File: src/rtl/bit_scan_pkg.sv
// Shared types and constants for the bit index scanner.
package bit_scan_pkg;

  typedef enum logic [0:0] {
    IDLE = 1'b0,
    EMIT = 1'b1
  } state_t;

  localparam logic MODE_LOG2 = 1'b0;
  localparam logic MODE_SCAN = 1'b1;

endpackage

File: src/rtl/bit_index_scanner_prio_enc.sv
// Combinational priority encoder: highest (msb_first=1) or lowest set-bit index.
module prio_enc #(
  parameter int WIDTH = 8,
  parameter int IDX_W = $clog2(WIDTH)
) (
  input  logic [WIDTH-1:0] vec,
  input  logic             msb_first,
  output logic [IDX_W-1:0] idx,
  output logic             any
);

  // Later loop iterations override earlier ones, so the loop order sets the priority.
  always_comb begin
    idx = '0;
    any = |vec;
    if (msb_first) begin
      for (int unsigned i = 0; i < WIDTH; i++) begin
        if (vec[i]) idx = IDX_W'(i);
      end
    end else begin
      for (int unsigned i = WIDTH; i > 0; i--) begin
        if (vec[i-1]) idx = IDX_W'(i - 1);
      end
    end
  end

endmodule

File: src/rtl/bit_index_scanner.sv
// Encodes an accepted vector as one log2 beat or a stream of set-bit indices (LSB first).
module bit_index_scanner
  import bit_scan_pkg::*;
#(
  parameter int WIDTH = 8,
  parameter int IDX_W = $clog2(WIDTH)
) (
  input  logic             clk,
  input  logic             rst_n,
  input  logic             in_valid,
  output logic             in_ready,
  input  logic [WIDTH-1:0] in_data,
  input  logic             in_mode,
  output logic             out_valid,
  input  logic             out_ready,
  output logic [IDX_W-1:0] out_idx,
  output logic             out_last,
  output logic             out_zero
);

  localparam logic [WIDTH-1:0] ONE = {{(WIDTH-1){1'b0}}, 1'b1};

  state_t           state;
  logic [WIDTH-1:0] rem;
  logic             mode_q;

  logic [WIDTH-1:0] cleared;
  logic [WIDTH-1:0] enc_vec;
  logic             enc_msb;
  logic [IDX_W-1:0] enc_idx;
  logic             enc_any;

  function automatic logic at_most_one(input logic [WIDTH-1:0] v);
    return (v & (v - ONE)) == '0;
  endfunction

  // One encoder serves both the first beat (from in_data) and every following
  // scan beat (from rem with the current bit already removed).
  always_comb begin
    cleared = rem & ~(ONE << out_idx);
    if (state == IDLE) begin
      enc_vec = in_data;
      enc_msb = (in_mode == MODE_LOG2);
    end else begin
      enc_vec = cleared;
      enc_msb = 1'b0;
    end
  end

  prio_enc #(
    .WIDTH(WIDTH),
    .IDX_W(IDX_W)
  ) u_prio_enc (
    .vec      (enc_vec),
    .msb_first(enc_msb),
    .idx      (enc_idx),
    .any      (enc_any)
  );

  assign in_ready = (state == IDLE);

  always_ff @(posedge clk) begin
    if (!rst_n) begin
      state     <= IDLE;
      rem       <= '0;
      mode_q    <= MODE_LOG2;
      out_valid <= 1'b0;
      out_idx   <= '0;
      out_last  <= 1'b0;
      out_zero  <= 1'b0;
    end else begin
      case (state)
        IDLE: begin
          if (in_valid) begin
            state     <= EMIT;
            rem       <= in_data;
            mode_q    <= in_mode;
            out_valid <= 1'b1;
            out_idx   <= enc_idx;
            out_zero  <= !enc_any;
            out_last  <= (in_mode == MODE_LOG2) || at_most_one(in_data);
          end
        end
        EMIT: begin
          if (out_ready) begin
            if (out_last || mode_q == MODE_LOG2) begin
              state     <= IDLE;
              out_valid <= 1'b0;
            end else begin
              rem      <= cleared;
              out_idx  <= enc_idx;
              out_last <= at_most_one(cleared);
            end
          end
        end
        default: state <= IDLE;
      endcase
    end
  end

endmodule

File: config.mk
export PLATFORM = sky130hd
export DESIGN_NAME = bit_index_scanner
export DESIGN_NICKNAME = d
export VERILOG_FILES = /design/src/rtl/bit_scan_pkg.sv /design/src/rtl/bit_index_scanner_prio_enc.sv /design/src/rtl/bit_index_scanner.sv
export SDC_FILE = /design/constraint.sdc
export NUM_CORES = 1
export LEC_CHECK = 0
export BUFFER_PORTS_ARGS = -buffer_cell sky130_fd_sc_hd__buf_2
export CAP_MARGIN = 10
export CORE_MARGIN = 3
export CORE_UTILIZATION = 59
export DETAILED_ROUTE_END_ITERATION = 7
export GPL_TIMING_DRIVEN = 0
export PLACE_DENSITY_LB_ADDON = 0.15
export SLEW_MARGIN = 20
export SYNTH_ARGS = -nofsm -noshare
export SYNTH_HDL_FRONTEND = slang
export SYNTH_SLANG_ARGS = --single-unit
File: constraint.sdc
create_clock -name clk -period 3 [get_ports clk]
set_input_delay 0.45 -clock clk [delete_from_list [all_inputs] [get_ports clk]]
set_output_delay 0.45 -clock clk [all_outputs]
set_load 0.02 [all_outputs]
# Yosys cells after proc, flatten, opt, wreduce, memory -nomap -nowiden
# Index checks and enable logic that the tools add are counted.
[totals] register_bits=16 inputBits=13 out_inout_bits=7 wordCells=68
[classes] n_addsub=2 n_eq_ne=4 shifts=1 n_mux=38 n_bitwise=7 n_reduce_logical=9
[ops] operator="$mux W3" n=16
[ops] operator="$mux W8" n=4
[ops] operator="$and A8 B8 Y8" n=3
[ops] operator="$logic_not A8 Y1" n=2
[ops] operator="$pmux W8 S2" n=1
[ops] operator="$sub A8 B1 Y8 const B" n=2
[ops] operator="$mux W1" n=11
[ops] operator="$not A8 Y8" n=1
[ops] operator="$reduce_or A8 Y1" n=1
[ops] operator="$shl A1 B3 Y8 const A" n=1
[ops] operator="$ne A2 B2 Y1 const B" n=3
[ops] operator="$pmux W1 S2" n=3
[ops] operator="$pmux W3 S2" n=1
[ops] operator="$reduce_and A3 Y1" n=2
[ops] operator="$mux W2" n=2
[ops] operator="$not A1 Y1" n=3
[ops] operator="$logic_or A1 B1 Y1" n=2
[ops] operator="$ne A2 B1 Y1 const B" n=1
[ops] operator="$reduce_and A2 Y1" n=1
[ops] operator="$logic_not A1 Y1" n=1

# Logic depth before layout (Yosys ltp)
[depth] ltp_word=16 depth_mapped=7 mapped_depth_nobuf=5

# By module
# A second synthesis with hierarchy kept.
[hier_totals] cells_unflattened=152 hier_area_um2=1152.4
[by_module_without_submodules] module="bit_index_scanner" instances=1 cells_each=130 area_each_um2=1022.2 seq_area_each_um2=320.3
[by_module_without_submodules] module="prio_enc" instances=1 cells_each=22 area_each_um2=130.1 seq_area_each_um2=0.0

# Worst setup path after synthesis
# OpenSTA, ideal clock, no wires.
[synth_timing] path_kind="reg2reg" startpoint="register out_idx[0]" endpoint="register out_zero" arrival_ns=1.679 required_time_ns=2.930 slack_ns=1.251 stages_incl_launch_ff=7 period_less_slack_ns=1.749 cell_sequence="dfxtp_1 > buf_6 > nand2_1 > o31ai_4 > nand2_2 > or4_1 > a21boi_1"
[synth_between] elab_chain_cells=6
[synth_lines] element="start, declared" line="bit_index_scanner.sv:16" source="output logic [IDX_W-1:0] out_idx,"
[synth_lines] element="start signal, assigned" line="bit_index_scanner.sv:79" source="out_idx <= enc_idx;"
[synth_lines] element="start signal, assigned" line="bit_index_scanner.sv:91" source="out_idx <= enc_idx;"
[synth_lines] element="$shl A1 B3 Y8" line="bit_index_scanner.sv:40" source="cleared = rem & ~(ONE << out_idx);"
[synth_lines] element="$not A8 Y8" line="bit_index_scanner.sv:40"
[synth_lines] element="$and A8 B8 Y8" line="bit_index_scanner.sv:40"
[synth_lines] element="$mux W8" line="bit_index_scanner.sv:41" source="if (state == IDLE) begin"
[synth_lines] element="$reduce_or A8 Y1" line="bit_index_scanner_prio_enc.sv:15" source="any = |vec;"
[synth_lines] element="$logic_not A1 Y1" line="bit_index_scanner.sv:80" source="out_zero <= !enc_any;"
[synth_lines] element="end signal, assigned" line="bit_index_scanner.sv:80"
[synth_lines] element="end, declared" line="bit_index_scanner.sv:18" source="output logic out_zero"
# No other way between the ends.
# A chain may end at the register's enable or synchronous reset.

# Worst setup path in the final report
[layout_timing] startpoint="register out_idx[1]" endpoint="register out_zero"
# The elaborated chain is that of the path after synthesis.

==> report_table.html <==
<table>
<tr><th>Metric</th><th>Value</th></tr>
<tr><th colspan="2">Worst setup path</th></tr>
<tr><td>WP buf/inv</td><td>0</td></tr>
<tr><td>Critical path fanouts, max</td><td>7</td></tr>
<tr><td>CP max-delay cell</td><td>sky130_fd_sc_hd__or4_1</td></tr>
<tr><td>Critical Path Sink Type</td><td>register</td></tr>
<tr><td>Critical Path, Cell by Cell</td><td>nor3b_1 &gt; a2bb2oi_1 &gt; nand4_1 &gt; or4_1 &gt; a21boi_1</td></tr>
<tr><td>CP Data Arrival Time</td><td>2.21 ns</td></tr>
<tr><td>Peak per-stage delay on the critical path</td><td>0.44 ns</td></tr>
<tr><td>Endpoint required time on the critical path</td><td>3.22 ns</td></tr>
<tr><td>Startpoint types</td><td>register</td></tr>
<tr><td>CP Class</td><td>reg -&gt; reg</td></tr>
<tr><td>Largest delay contributor family on the critical path</td><td>simple AND/OR/NAND/NOR gates</td></tr>
<tr><td>Worst flop-to-flop path startpoint</td><td>out_idx[1]</td></tr>
<tr><td>Startpoint of the worst setup timing path</td><td>out_idx[1]</td></tr>
<tr><th colspan="2">Yosys</th></tr>
<tr><td>Synth warnings</td><td>0</td></tr>
<tr><td>Sequential cell area fraction in the yosys report</td><td>26.5%</td></tr>
<tr><td>Cell variety after synth</td><td>49</td></tr>
<tr><td>Post-synthesis cell count</td><td>149</td></tr>
<tr><td>Flops &amp; latches, synth</td><td>16</td></tr>
<tr><td>Post-Syn Area</td><td>1210 um2</td></tr>
<tr><td>Avg Cell Area, Syn</td><td>8.11 um2</td></tr>
<tr><td>Net Count, Synth</td><td>162</td></tr>
<tr><th colspan="2">Outcome</th></tr>
<tr><td>Outcome</td><td>finished clean</td></tr>
<tr><th colspan="2">Route</th></tr>
<tr><td>Final Routed Wirelength</td><td>3.42 mm</td></tr>
<tr><td>Post-route antenna net violation count</td><td>0</td></tr>
<tr><td>Drt first-iter violations</td><td>60</td></tr>
<tr><td>First-pass iteration count of the detailed router</td><td>5</td></tr>
<tr><td>Residual DRC count</td><td>0</td></tr>
<tr><td>Vias after detailed routing</td><td>1310</td></tr>
<tr><td>Via count normalized by instance count</td><td>6.65</td></tr>
<tr><td>WL per Instance</td><td>17.4 um</td></tr>
<tr><th colspan="2">STA</th></tr>
<tr><td>Total of endpoints with negative setup slack in the final report</td><td>0</td></tr>
<tr><td>Post-layout minimum cycle time</td><td>1.98 ns</td></tr>
<tr><td>Worst-margin pin slew</td><td>0.533 ns</td></tr>
<tr><td>Achievable clock frequency</td><td>505 MHz</td></tr>
<tr><td>Number of hold-slack violations in the final timing report</td><td>0</td></tr>
<tr><td>Final worst hold slack</td><td>0.435 ns</td></tr>
<tr><td>Number of slew-limit violations in the final report</td><td>0</td></tr>
<tr><td>Unrepaired setup endpoints after global routing</td><td>no</td></tr>
<tr><td>Largest clock skew in the final design</td><td>0.00212 ns</td></tr>
<tr><td>Share of the cycle needed by the critical path after routing</td><td>66.0%</td></tr>
<tr><td>Sum of negative setup slack</td><td>0 ns</td></tr>
<tr><td>Relative max-transition margin</td><td>64.1%</td></tr>
<tr><th colspan="2">Cells and area</th></tr>
<tr><td>Final Core Density</td><td>75.3%</td></tr>
<tr><td>Most common cell after layout, fill and taps aside</td><td>sky130_fd_sc_hd__buf_2</td></tr>
<tr><td>Final net count</td><td>186</td></tr>
<tr><td>Final non-filler cell total</td><td>197</td></tr>
<tr><td>Filler instances</td><td>158</td></tr>
<tr><td>Leading cell types in the layout, fill and taps excluded</td><td>sky130_fd_sc_hd__buf_2 (22), sky130_fd_sc_hd__nand2_1 (20), sky130_fd_sc_hd__dfxtp_1 (16)</td></tr>
<tr><td>Layout Cell Area excl Fill</td><td>1370 um2</td></tr>
<tr><td>Synthesis-to-layout area growth</td><td>13.5%</td></tr>
<tr><td>N_diodes</td><td>0</td></tr>
<tr><td>Fraction of final layout cells with drive strength greater than 1</td><td>24.4%</td></tr>
<tr><th colspan="2">CTS</th></tr>
<tr><td>Count of buffers added by post-CTS timing repair for setup</td><td>0</td></tr>
<tr><td>Clock-pin transition on the worst setup and hold timing paths</td><td>0.10 ns</td></tr>
<tr><td>Root cell of the clock tree</td><td>sky130_fd_sc_hd__clkbuf_4</td></tr>
<tr><td>Maximum buffer depth of the clock tree</td><td>2</td></tr>
<tr><td>TritonCTS clock tree</td><td>yes</td></tr>
<tr><td>Clock sink count</td><td>16</td></tr>
<tr><td>Latest clock arrival within the worst-skew pair</td><td>0.29 ns</td></tr>
<tr><td>Number of levels the H-tree was split into</td><td>1</td></tr>
<tr><td>Post-CTS Resized</td><td>0</td></tr>
<tr><td>CTS hold repair buffers</td><td>0</td></tr>
<tr><td>CTS buffer count</td><td>3</td></tr>
<tr><th colspan="2">Hold path</th></tr>
<tr><td>HP Class</td><td>in -&gt; reg</td></tr>
<tr><td>Startpoint of the tightest hold check path</td><td>in_valid</td></tr>
<tr><th colspan="2">Placed design</th></tr>
<tr><td>Area after DPL</td><td>1340 um2</td></tr>
<tr><td>Placer Congestion</td><td>0.937</td></tr>
<tr><td>Instance count after placement with tap cells included</td><td>193</td></tr>
<tr><td>Count of port buffers added during placement</td><td>19</td></tr>
<tr><td>Post-DP HPWL</td><td>2.61 mm</td></tr>
<tr><th colspan="2">Pwr</th></tr>
<tr><td>Leakage power</td><td>0.591 nW</td></tr>
<tr><td>Worst IR Drop VDD</td><td>0.000298 V</td></tr>
<tr><td>Power density of the placed cells</td><td>451 nW/um2</td></tr>
<tr><th colspan="2">Global route</th></tr>
<tr><td>Number of global-route vias before repair</td><td>1145</td></tr>
<tr><td>Overall global routing resource usage</td><td>28.4%</td></tr>
<tr><td>Maximum number of pins on one net before global-route repair</td><td>11</td></tr>
<tr><td>Sum of overflow across all layers after global routing</td><td>0</td></tr>
<tr><td>First-pass GRT wire length</td><td>5.64 mm</td></tr>
<tr><td>Number of antenna violations at the first check in global routing</td><td>0</td></tr>
<tr><th colspan="2">Floorplanning</th></tr>
<tr><td>Number of placement rows</td><td>15</td></tr>
<tr><td>Core area</td><td>1820 um2</td></tr>
<tr><td>I/O pin count</td><td>20</td></tr>
<tr><td>Die ar.</td><td>2630 um2</td></tr>
<tr><td>Die Span Y</td><td>51.3 um</td></tr>
<tr><td>Initial core utilization</td><td>66.4%</td></tr>
<tr><td>Die Wd</td><td>51.3 um</td></tr>
<tr><th colspan="2">Job</th></tr>
<tr><td>Max-Cap Viols</td><td>0</td></tr>
</table>
==> layer usage <==
layer / part of all wire [%] / vias up / track usage [%]
li1: - / 625 / -
met1: 41 / 584 / 37.6
met2: 46 / 89 / 45.7
met3: 10 / 12 / 5.25
met4: 2.8 / 0 / 10.5
met5: 0 / - / 0
==> kinds of logic (layout without fill, tap and decap cells) <==
logic type	Yosys count	count (layout)	synth area share [%]
compound gates	57	57	36.3
simple gates	54	54	22.9
flops	16	16	26.5
buf+inv	13	36	6.52
mux	9	9	7.76
==> worst paths after layout <==
| check | slack, ns | depth (start not counted) | endpoint |
|---|---|---|---|
| worst max-delay path | 1.02 | 5 | out_zero |
| worst min-delay path | 0.44 | 2 | state |
| worst max register to register | 1.02 | 5 | out_zero |
| worst min register to register | 0.46 | 2 | out_zero |
==> worst register-to-register path: stages (launching register included) <==
cell	delay, ns
sky130_fd_sc_hd__dfxtp_1	0.42
sky130_fd_sc_hd__nor3b_1	0.26
sky130_fd_sc_hd__a2bb2oi_1	0.42
sky130_fd_sc_hd__nand4_1	0.24
sky130_fd_sc_hd__or4_1	0.44
sky130_fd_sc_hd__a21boi_1	0.15
==> stage by stage <==
step | power [mW] | setup slack (ns)
after floorplan | 0.410 | 1.25
after global placement | 0.465 | 1.11
after detailed placement | 0.471 | 1.05
after CTS | 0.614 | 1.08
after global routing | 0.649 | 0.962
final | 0.618 | 1.02
==> where the power goes <==
| group | switching, mW | internal (mW) |
|---|---|---|
| Sequential | 0.0254 | 0.231 |
| Clock | 0.0716 | 0.0739 |
| Combinational | 0.126 | 0.0905 |
| Total | 0.223 | 0.396 |
==> area by class of cell <==
type,count,area (um2),share of cell area [%]
multi-input cells,120,810,59.0
inverters,4,15.0,1.09
well taps,25,31.3,2.28
plain buffers,9,63.8,4.65
clock buffers,4,36.3,2.65
flip-flops and latches,16,320,23.4
repair buffers,19,95.1,6.93
==> sequential cells by signal (all words and copies together), names as in the netlist <==
| signal | count |
|---|---|
| mode_q | 1 |
| out_zero | 1 |
| out_valid | 1 |
| out_idx | 3 |
| rem | 8 |
| out_last | 1 |
| state | 1 |
==> synthesized netlist by cell type (all sizes together) <==
| cell | instances | share of area [%] |
|---|---|---|
| nand2 | 21 | 6.7 |
| dfxtp | 16 | 27 |
| o21ai | 10 | 4.1 |
| nor2 | 9 | 2.8 |
| buf | 7 | 4.7 |
| o211a | 7 | 5.8 |
| mux2i | 6 | 5.0 |
| a21oi | 5 | 2.1 |
| a31oi | 5 | 2.6 |
| a2111oi | 4 | 2.9 |
| inv | 4 | 1.2 |
| nand3 | 4 | 1.7 |
| nor3 | 4 | 1.7 |
| a21boi | 3 | 1.9 |
| a2bb2oi | 3 | 2.2 |
| mux2 | 3 | 2.8 |
| nor3b | 3 | 2.3 |
| a21o | 2 | 1.4 |
| a221oi | 2 | 1.4 |
| clkbuf | 2 | 0.62 |
| nand2b | 2 | 1.2 |
| nand4 | 2 | 1.0 |
| nand4b | 2 | 1.4 |
| nor2b | 2 | 1.0 |
| o211ai | 2 | 1.2 |
| o31a | 2 | 1.4 |
| or4 | 2 | 1.2 |
| a211oi | 1 | 0.62 |
| a22o | 1 | 0.72 |
| a22oi | 1 | 0.62 |
| a311oi | 1 | 0.72 |
| a31o | 1 | 0.72 |
| and2b | 1 | 0.72 |
| o21a | 1 | 0.62 |
| o221ai | 1 | 0.72 |
| o22a | 1 | 0.72 |
| o22ai | 1 | 0.52 |
| o2bb2ai | 1 | 0.72 |
| o31ai | 1 | 1.8 |
| o41ai | 1 | 0.72 |
| or2 | 1 | 0.52 |
| or3 | 1 | 0.52 |
(Power assumes the default switching activity.)
